File: src/rtl/sqrt_unit_param_if.sv
// -----------------------------------------------------------------------------
// sqrt_unit_param_if
// Purpose : groups the operand-side and result-side ready/valid handshakes of
//           the integer square-root engine into one bundle.
// Parameter: WIDTH  operand width (root width RW = WIDTH/2 is derived)
// Signals  : in_valid_i / in_ready_o / x_i        operand handshake + operand
//            out_valid_o / out_ready_i / root_o   result handshake + root
//            rem_o                                remainder (SQRT_REM_EN only)
//            busy_o                               engine not idle
// Modports : master (stimulus side), slave (the engine)
// Optional : `define SQRT_REM_EN adds the rem_o signal to both modports.
// -----------------------------------------------------------------------------
interface sqrt_unit_param_if #(
  parameter int WIDTH = 8
);
  localparam int RW = WIDTH / 2;

  logic             in_valid_i;
  logic             in_ready_o;
  logic [WIDTH-1:0] x_i;
  logic             out_valid_o;
  logic             out_ready_i;
  logic [RW-1:0]    root_o;
`ifdef SQRT_REM_EN
  logic [RW:0]      rem_o;
`endif
  logic             busy_o;

`ifdef SQRT_REM_EN
  modport master (
    output in_valid_i, x_i, out_ready_i,
    input  in_ready_o, out_valid_o, root_o, rem_o, busy_o
  );
  modport slave (
    input  in_valid_i, x_i, out_ready_i,
    output in_ready_o, out_valid_o, root_o, rem_o, busy_o
  );
`else
  modport master (
    output in_valid_i, x_i, out_ready_i,
    input  in_ready_o, out_valid_o, root_o, busy_o
  );
  modport slave (
    input  in_valid_i, x_i, out_ready_i,
    output in_ready_o, out_valid_o, root_o, busy_o
  );
`endif
endinterface

File: src/rtl/sqrt_unit_param.sv
// -----------------------------------------------------------------------------
// sqrt_unit_param
// Purpose : integer square root, root = floor(sqrt(x)) of an unsigned WIDTH-bit
//           operand, restoring digit-by-digit method, one root bit per clock.
//           One operation in flight: IDLE -> CALC (RW cycles) -> DONE -> IDLE.
// Ports   : clk_i  clock (rising edge)
//           rst_i  asynchronous active-high reset
//           bus    sqrt_unit_param_if.slave
//                    in_valid_i/in_ready_o/x_i       operand handshake
//                    out_valid_o/out_ready_i/root_o  result handshake
//                    rem_o  x - root^2 (only with SQRT_REM_EN)
//                    busy_o state != IDLE
// Optional: `define SQRT_REM_EN exposes the remainder on rem_o. Without it the
//           accumulator is still kept internally; root and latency unchanged.
// -----------------------------------------------------------------------------
module sqrt_unit_param #(
  parameter int WIDTH = 8
) (
  input  logic              clk_i,
  input  logic              rst_i,
  sqrt_unit_param_if.slave  bus
);

  localparam int RW = WIDTH / 2;
  localparam int CW = (RW > 1) ? $clog2(RW) : 1;

  generate
    if ((WIDTH < 2) || ((WIDTH % 2) != 0)) begin : g_bad_width
      $error("sqrt_unit_param: WIDTH must be even and >= 2");
    end
  endgenerate

  typedef enum logic [1:0] {
    S_IDLE = 2'd0,
    S_CALC = 2'd1,
    S_DONE = 2'd2
  } state_t;

  state_t           r_state;
  state_t           w_state_nxt;

  logic [WIDTH-1:0] r_op;    // operand, consumed two bits per iteration from the top
  logic [RW+1:0]    r_acc;   // partial remainder
  logic [RW-1:0]    r_root;  // root built MSB first
  logic [CW-1:0]    r_cnt;   // iterations left minus one

  logic [RW+1:0]    w_acc_sh;
  logic [RW+1:0]    w_trial;
  logic [RW+1:0]    w_diff;
  logic             w_ge;
  logic             w_accept;
  logic             w_last;
  logic             w_unused;

  // The stored partial remainder never exceeds 2*root, so before the shift it
  // fits in RW bits; the shifted value then fits in the RW+2-bit trial width.
  assign w_acc_sh = {r_acc[RW-1:0], r_op[WIDTH-1 -: 2]};
  assign w_trial  = {r_root, 2'b01};
  assign w_ge     = (w_acc_sh >= w_trial);
  assign w_diff   = w_acc_sh - w_trial;
  assign w_unused = ^r_acc[RW+1:RW];

  assign w_accept = (r_state == S_IDLE) && bus.in_valid_i;
  assign w_last   = (r_cnt == '0);

  // In reset the state is already IDLE, so ready is gated by rst_i directly.
  assign bus.in_ready_o  = (r_state == S_IDLE) && !rst_i;
  assign bus.out_valid_o = (r_state == S_DONE);
  assign bus.busy_o      = (r_state != S_IDLE);
  assign bus.root_o      = r_root;
`ifdef SQRT_REM_EN
  assign bus.rem_o       = r_acc[RW:0];
`endif

  // ---- control: state register ----
  always_ff @(posedge clk_i or posedge rst_i) begin
    if (rst_i) begin
      r_state <= S_IDLE;
    end else begin
      r_state <= w_state_nxt;
    end
  end

  always_comb begin
    w_state_nxt = r_state;
    unique case (r_state)
      S_IDLE: if (w_accept)           w_state_nxt = S_CALC;
      S_CALC: if (w_last)             w_state_nxt = S_DONE;
      S_DONE: if (bus.out_ready_i)    w_state_nxt = S_IDLE;
      default:                        w_state_nxt = S_IDLE;
    endcase
  end

  // ---- datapath: load on accept, one root bit per CALC cycle, hold in DONE ----
  always_ff @(posedge clk_i or posedge rst_i) begin
    if (rst_i) begin
      r_op   <= '0;
      r_acc  <= '0;
      r_root <= '0;
      r_cnt  <= '0;
    end else begin
      if (w_accept) begin
        r_op   <= bus.x_i;
        r_acc  <= '0;
        r_root <= '0;
        r_cnt  <= CW'(RW - 1);
      end else if (r_state == S_CALC) begin
        r_op <= r_op << 2;
        if (w_ge) begin
          r_acc  <= w_diff;
          r_root <= (r_root << 1) | RW'(1);
        end else begin
          r_acc  <= w_acc_sh;
          r_root <= r_root << 1;
        end
        if (!w_last) begin
          r_cnt <= r_cnt - CW'(1);
        end
      end
    end
  end

endmodule

File: src/flat_wrapper.sv
// flat-port wrapper written by rule: the top's interface ports become plain ports
module sqrt_unit_param_flat 
#(
  parameter int WIDTH = 8
)
  (clk_i, rst_i, bus_in_valid_i, bus_x_i, bus_out_ready_i, bus_in_ready_o, bus_out_valid_o, bus_root_o, bus_busy_o);
  sqrt_unit_param_if #(.WIDTH(WIDTH)) bus_i ();
  input  logic clk_i;
  input  logic rst_i;
  input wire logic [$bits(bus_i.in_valid_i)-1:0] bus_in_valid_i;
  input wire logic [$bits(bus_i.x_i)-1:0] bus_x_i;
  input wire logic [$bits(bus_i.out_ready_i)-1:0] bus_out_ready_i;
  output wire logic [$bits(bus_i.in_ready_o)-1:0] bus_in_ready_o;
  output wire logic [$bits(bus_i.out_valid_o)-1:0] bus_out_valid_o;
  output wire logic [$bits(bus_i.root_o)-1:0] bus_root_o;
  output wire logic [$bits(bus_i.busy_o)-1:0] bus_busy_o;
  assign bus_i.in_valid_i = bus_in_valid_i;
  assign bus_i.x_i = bus_x_i;
  assign bus_i.out_ready_i = bus_out_ready_i;
  assign bus_in_ready_o = bus_i.in_ready_o;
  assign bus_out_valid_o = bus_i.out_valid_o;
  assign bus_root_o = bus_i.root_o;
  assign bus_busy_o = bus_i.busy_o;
  sqrt_unit_param #(.WIDTH(WIDTH)) u_core (.clk_i(clk_i), .rst_i(rst_i), .bus(bus_i));
endmodule
File: config.mk
export PLATFORM = sky130hd
export DESIGN_NAME = sqrt_unit_param_flat
export DESIGN_NICKNAME = d
export VERILOG_FILES = /design/src/rtl/sqrt_unit_param_if.sv /design/src/rtl/sqrt_unit_param.sv /design/src/flat_wrapper.sv
export SDC_FILE = /design/constraint.sdc
export NUM_CORES = 1
export LEC_CHECK = 0
export CORE_UTILIZATION = 50
export CTS_BUF_LIST = sky130_fd_sc_hd__clkbuf_4 sky130_fd_sc_hd__clkbuf_8 sky130_fd_sc_hd__clkbuf_16
export CTS_CLUSTER_DIAMETER = 60
export DETAILED_ROUTE_END_ITERATION = 12
export GPL_TIMING_DRIVEN = 0
export PLACE_DENSITY_LB_ADDON = 0.05
export SETUP_SLACK_MARGIN = 0.3
export SYNTH_ARGS = -nofsm -noshare
export SYNTH_HDL_FRONTEND = slang
export SYNTH_SLANG_ARGS = --single-unit
File: constraint.sdc
create_clock -name clk_i -period 1.8 [get_ports clk_i]
set_input_delay 0.27 -clock clk_i [delete_from_list [all_inputs] [get_ports clk_i]]
set_output_delay 0.27 -clock clk_i [all_outputs]
set_load 0.02 [all_outputs]
==> metrics.txt, run 1 <==
final wirelength=2105 um; DR pass1 iterations=4; DRT antenna net count=0; Synth top area share=47.51%; MaxCap Viol Count=0; WP buf/inv=0; Post-Syn Area per Cell=9.577 um^2; met1 usage=28.10%; Bufs on Longest Clock Path=2; Post-synth EDFFs=0; max incr delay on CP=0.43 ns; Synth Cell Area=1054 um^2; shortest period the worst path allows=1.642 ns; layout net count=157; Yosys reg bits=20; CTS sink count=20; worst vdd ir=1.091 mV; Tcrit/Tclk final=91.22%; number of antenna violations at the first check in global routing=0; RSZ-0062 raised after global routing=true; met2 Use GR=37.03%; kind of critical path=reg -> reg; top cells by area, synth=dfrtp_1, ha_1, nand2_1; die height=47.90 um; distinct cell type count after synthesis=28; share of layout cells above drive strength 1=17.65%; global-route wire length before repair=3394 um; status=finished clean; Min Hold Slack=0.4222 ns; final-report max-slew violation count=0; DP Area=1295 um^2; design area=1351 um^2; Layout Skew=0.001336 ns; ANT cells=0; # port buffers=18; area delta synth->final=28.27%; critical path fanouts, max=5; ys async rst share=100.0%; fmax=609.0 MHz; vias post-DR=880; Clock Latency Late Sink=0.29 ns; number of global-route vias before repair=812; row count=16; met3 usage=2.264%; CP endpoint kind=flop; Yosys warnings=0; measured slew at the worst slew-check pin=0.7535 ns; Syn Inst Count=110; top cell type by total area after synthesis=dfrtp_1; # IOs=19; Initial DRC Count=21; CTS tree=yes; gpl congestion=0.7336; Critical Path AT=1.82 ns; static leakage=0.6350 nW; DRC=0; worst-path cell chain=ha_4, a21o_1, a31oi_2, o21ai_4, mux2i_1, o21ai_1; Worst setup SP type=flop; global-route usage over all layers=21.65%; Synth Net Count=129; setup TNS=0 ns; PD cells=2009 nW/um^2; Worst Hold Class=in -> async; GR peak layer=met2; chip width=47.90 um; Seq/Total Area, Yosys=47.51%; DR WL/cell=12.91 um; critical path's top delay family=compound AO/OA/AOI/OAI gates; die area=2294 um^2; CTS buffer count=3; Initial Utilization=53.70%; total power=2.715 mW; H-Tree Level Count=1; clock root cell=clkbuf_4; dpl hpwl=1560 um; CP max stage cell=dfrtp_1; Core ar.=1962 um^2; # setup viols final=0; grt ovf=0; Relative slew margins=49.71%; final core occ=68.88%; CP Data Required Time=1.98 ns; vias per cell=5.399; largest net degree at the start of global routing=21; clock-pin slew on the worst setup and hold paths=0.11 ns; Main synth FF type=dfrtp_1; Final Hold Fails=0
## registers in the layout, summed over array words and instances (netlist names)
signal             count
u_core.bus.root_o      4
u_core.r_acc           4
u_core.r_cnt           2
u_core.r_op            8
u_core.r_state         2
## what timing repair did
item	4_1_cts	5_1_grt
buffers inserted	2	3
hold buffers	0	0
pin swaps	0	2
setup endpoints to repair	11	8
resized for setup	10	6
endpoints found under the hold margin	0	0
## through the flow
step                worst slack [ns]  instances
finish                        0.1580        163
detailed placement            0.1470        155
global route                 0.07296        163
floorplan                     0.2773        110
global placement              0.1405        155
CTS                           0.1406        160
## layout by cell type (no fill, tap or decap), types with 2 or more instances in the layout
cell type | synthesis | layout
nor3_1 | 2 | 2
nor2_1 | 4 | 3
dfrtp_1 | 20 | 18
clkbuf_4 | 0 | 3
dlygate4sd2_1 | 0 | 4
a22oi_1 | 4 | 4
nand3_1 | 7 | 7
o21ai_1 | 3 | 3
nand2_1 | 16 | 16
inv_2 | 0 | 3
clkbuf_1 | 2 | 2
xnor2_1 | 3 | 3
nand2b_1 | 2 | 2
ha_4 | 0 | 2
clkdlybuf4s50_1 | 0 | 11
nor2b_1 | 2 | 2
a221o_1 | 2 | 2
buf_2 | 3 | 3
dfrtp_2 | 0 | 2
mux2i_1 | 3 | 3
inv_1 | 11 | 8
buf_4 | 0 | 5
ha_1 | 7 | 4
o21ai_0 | 8 | 8
## cells in the mapped netlist (all sizes together) (2+ instances only)
| master | count |
|---|---|
| nor2 | 4 |
| ha | 7 |
| nor3 | 2 |
| nand2b | 2 |
| a221o | 2 |
| mux2i | 3 |
| o21ai | 12 |
| nor2b | 2 |
| buf | 3 |
| nand2 | 16 |
| clkbuf | 2 |
| nand3 | 7 |
| a22oi | 4 |
| inv | 11 |
| dfrtp | 20 |
| xnor2 | 3 |
## cell type report
cell class / count / area (um^2)
Tap cell: 27 / 33.78
Multi-Input combinational cell: 74 / 519.2
Fill cell: 171 / 610.6
Inverter: 11 / 41.29
Timing Repair Buffer: 23 / 209.0
Buffer: 5 / 22.52
Clock buffer: 3 / 22.52
Sequential cell: 20 / 503.0
## worst paths after layout
path,cells after the start,to,slack (ns),start
min,2,u_core.r_op[0],0.42,rst_i
max in group asynchronous,2,u_core.bus.root_o[0],0.86,rst_i
max,6,u_core.r_acc[3],0.16,u_core.r_acc[1]
max reg2reg,6,u_core.r_acc[3],0.16,u_core.r_acc[1]
min reg2reg,2,u_core.r_op[3],0.49,u_core.r_op[3]
min in group clk_i,2,u_core.r_op[3],0.49,u_core.r_op[3]
## routing by layer
metal | share of wire, % | up-vias
met5 | 0 | -
met4 | 0.67 | 0
met3 | 3.2 | 2
met2 | 51 | 21
met1 | 45 | 422
li1 | - | 435
## where the power goes
| part | total, mW | internal (mW) | leakage, nW | switching [mW] |
|---|---|---|---|---|
| clock network | 0.209 | 0.0779 | 0.0138 | 0.131 |
| logic | 1.69 | 0.770 | 0.372 | 0.923 |
| registers | 0.814 | 0.671 | 0.249 | 0.143 |
## logic make-up after synthesis
kind of cell,count (synthesis),synth area share (%)
AOI/OAI and AO/OA,26,17.82
xor gates and xnor gates,3,2.495
adders and majority gates,7,8.313
buffers and inverters,16,6.057
DFF,20,47.51
muxes,3,2.850
and+or+nand+nor,35,14.96
Power figures use the tool's default switching activity.
==> run 2: changes to the inputs <==
--- a/config.mk
+++ b/config.mk
@@ -12,6 +12,7 @@
 export GPL_TIMING_DRIVEN = 0
 export PLACE_DENSITY_LB_ADDON = 0.05
 export SETUP_SLACK_MARGIN = 0.3
+export SLEW_MARGIN = 20
 export SYNTH_ARGS = -nofsm -noshare
 export SYNTH_HDL_FRONTEND = slang
 export SYNTH_SLANG_ARGS = --single-unit
==> results of run 2 <==
Final layout, timing and power as in run 1 (identical DEF).
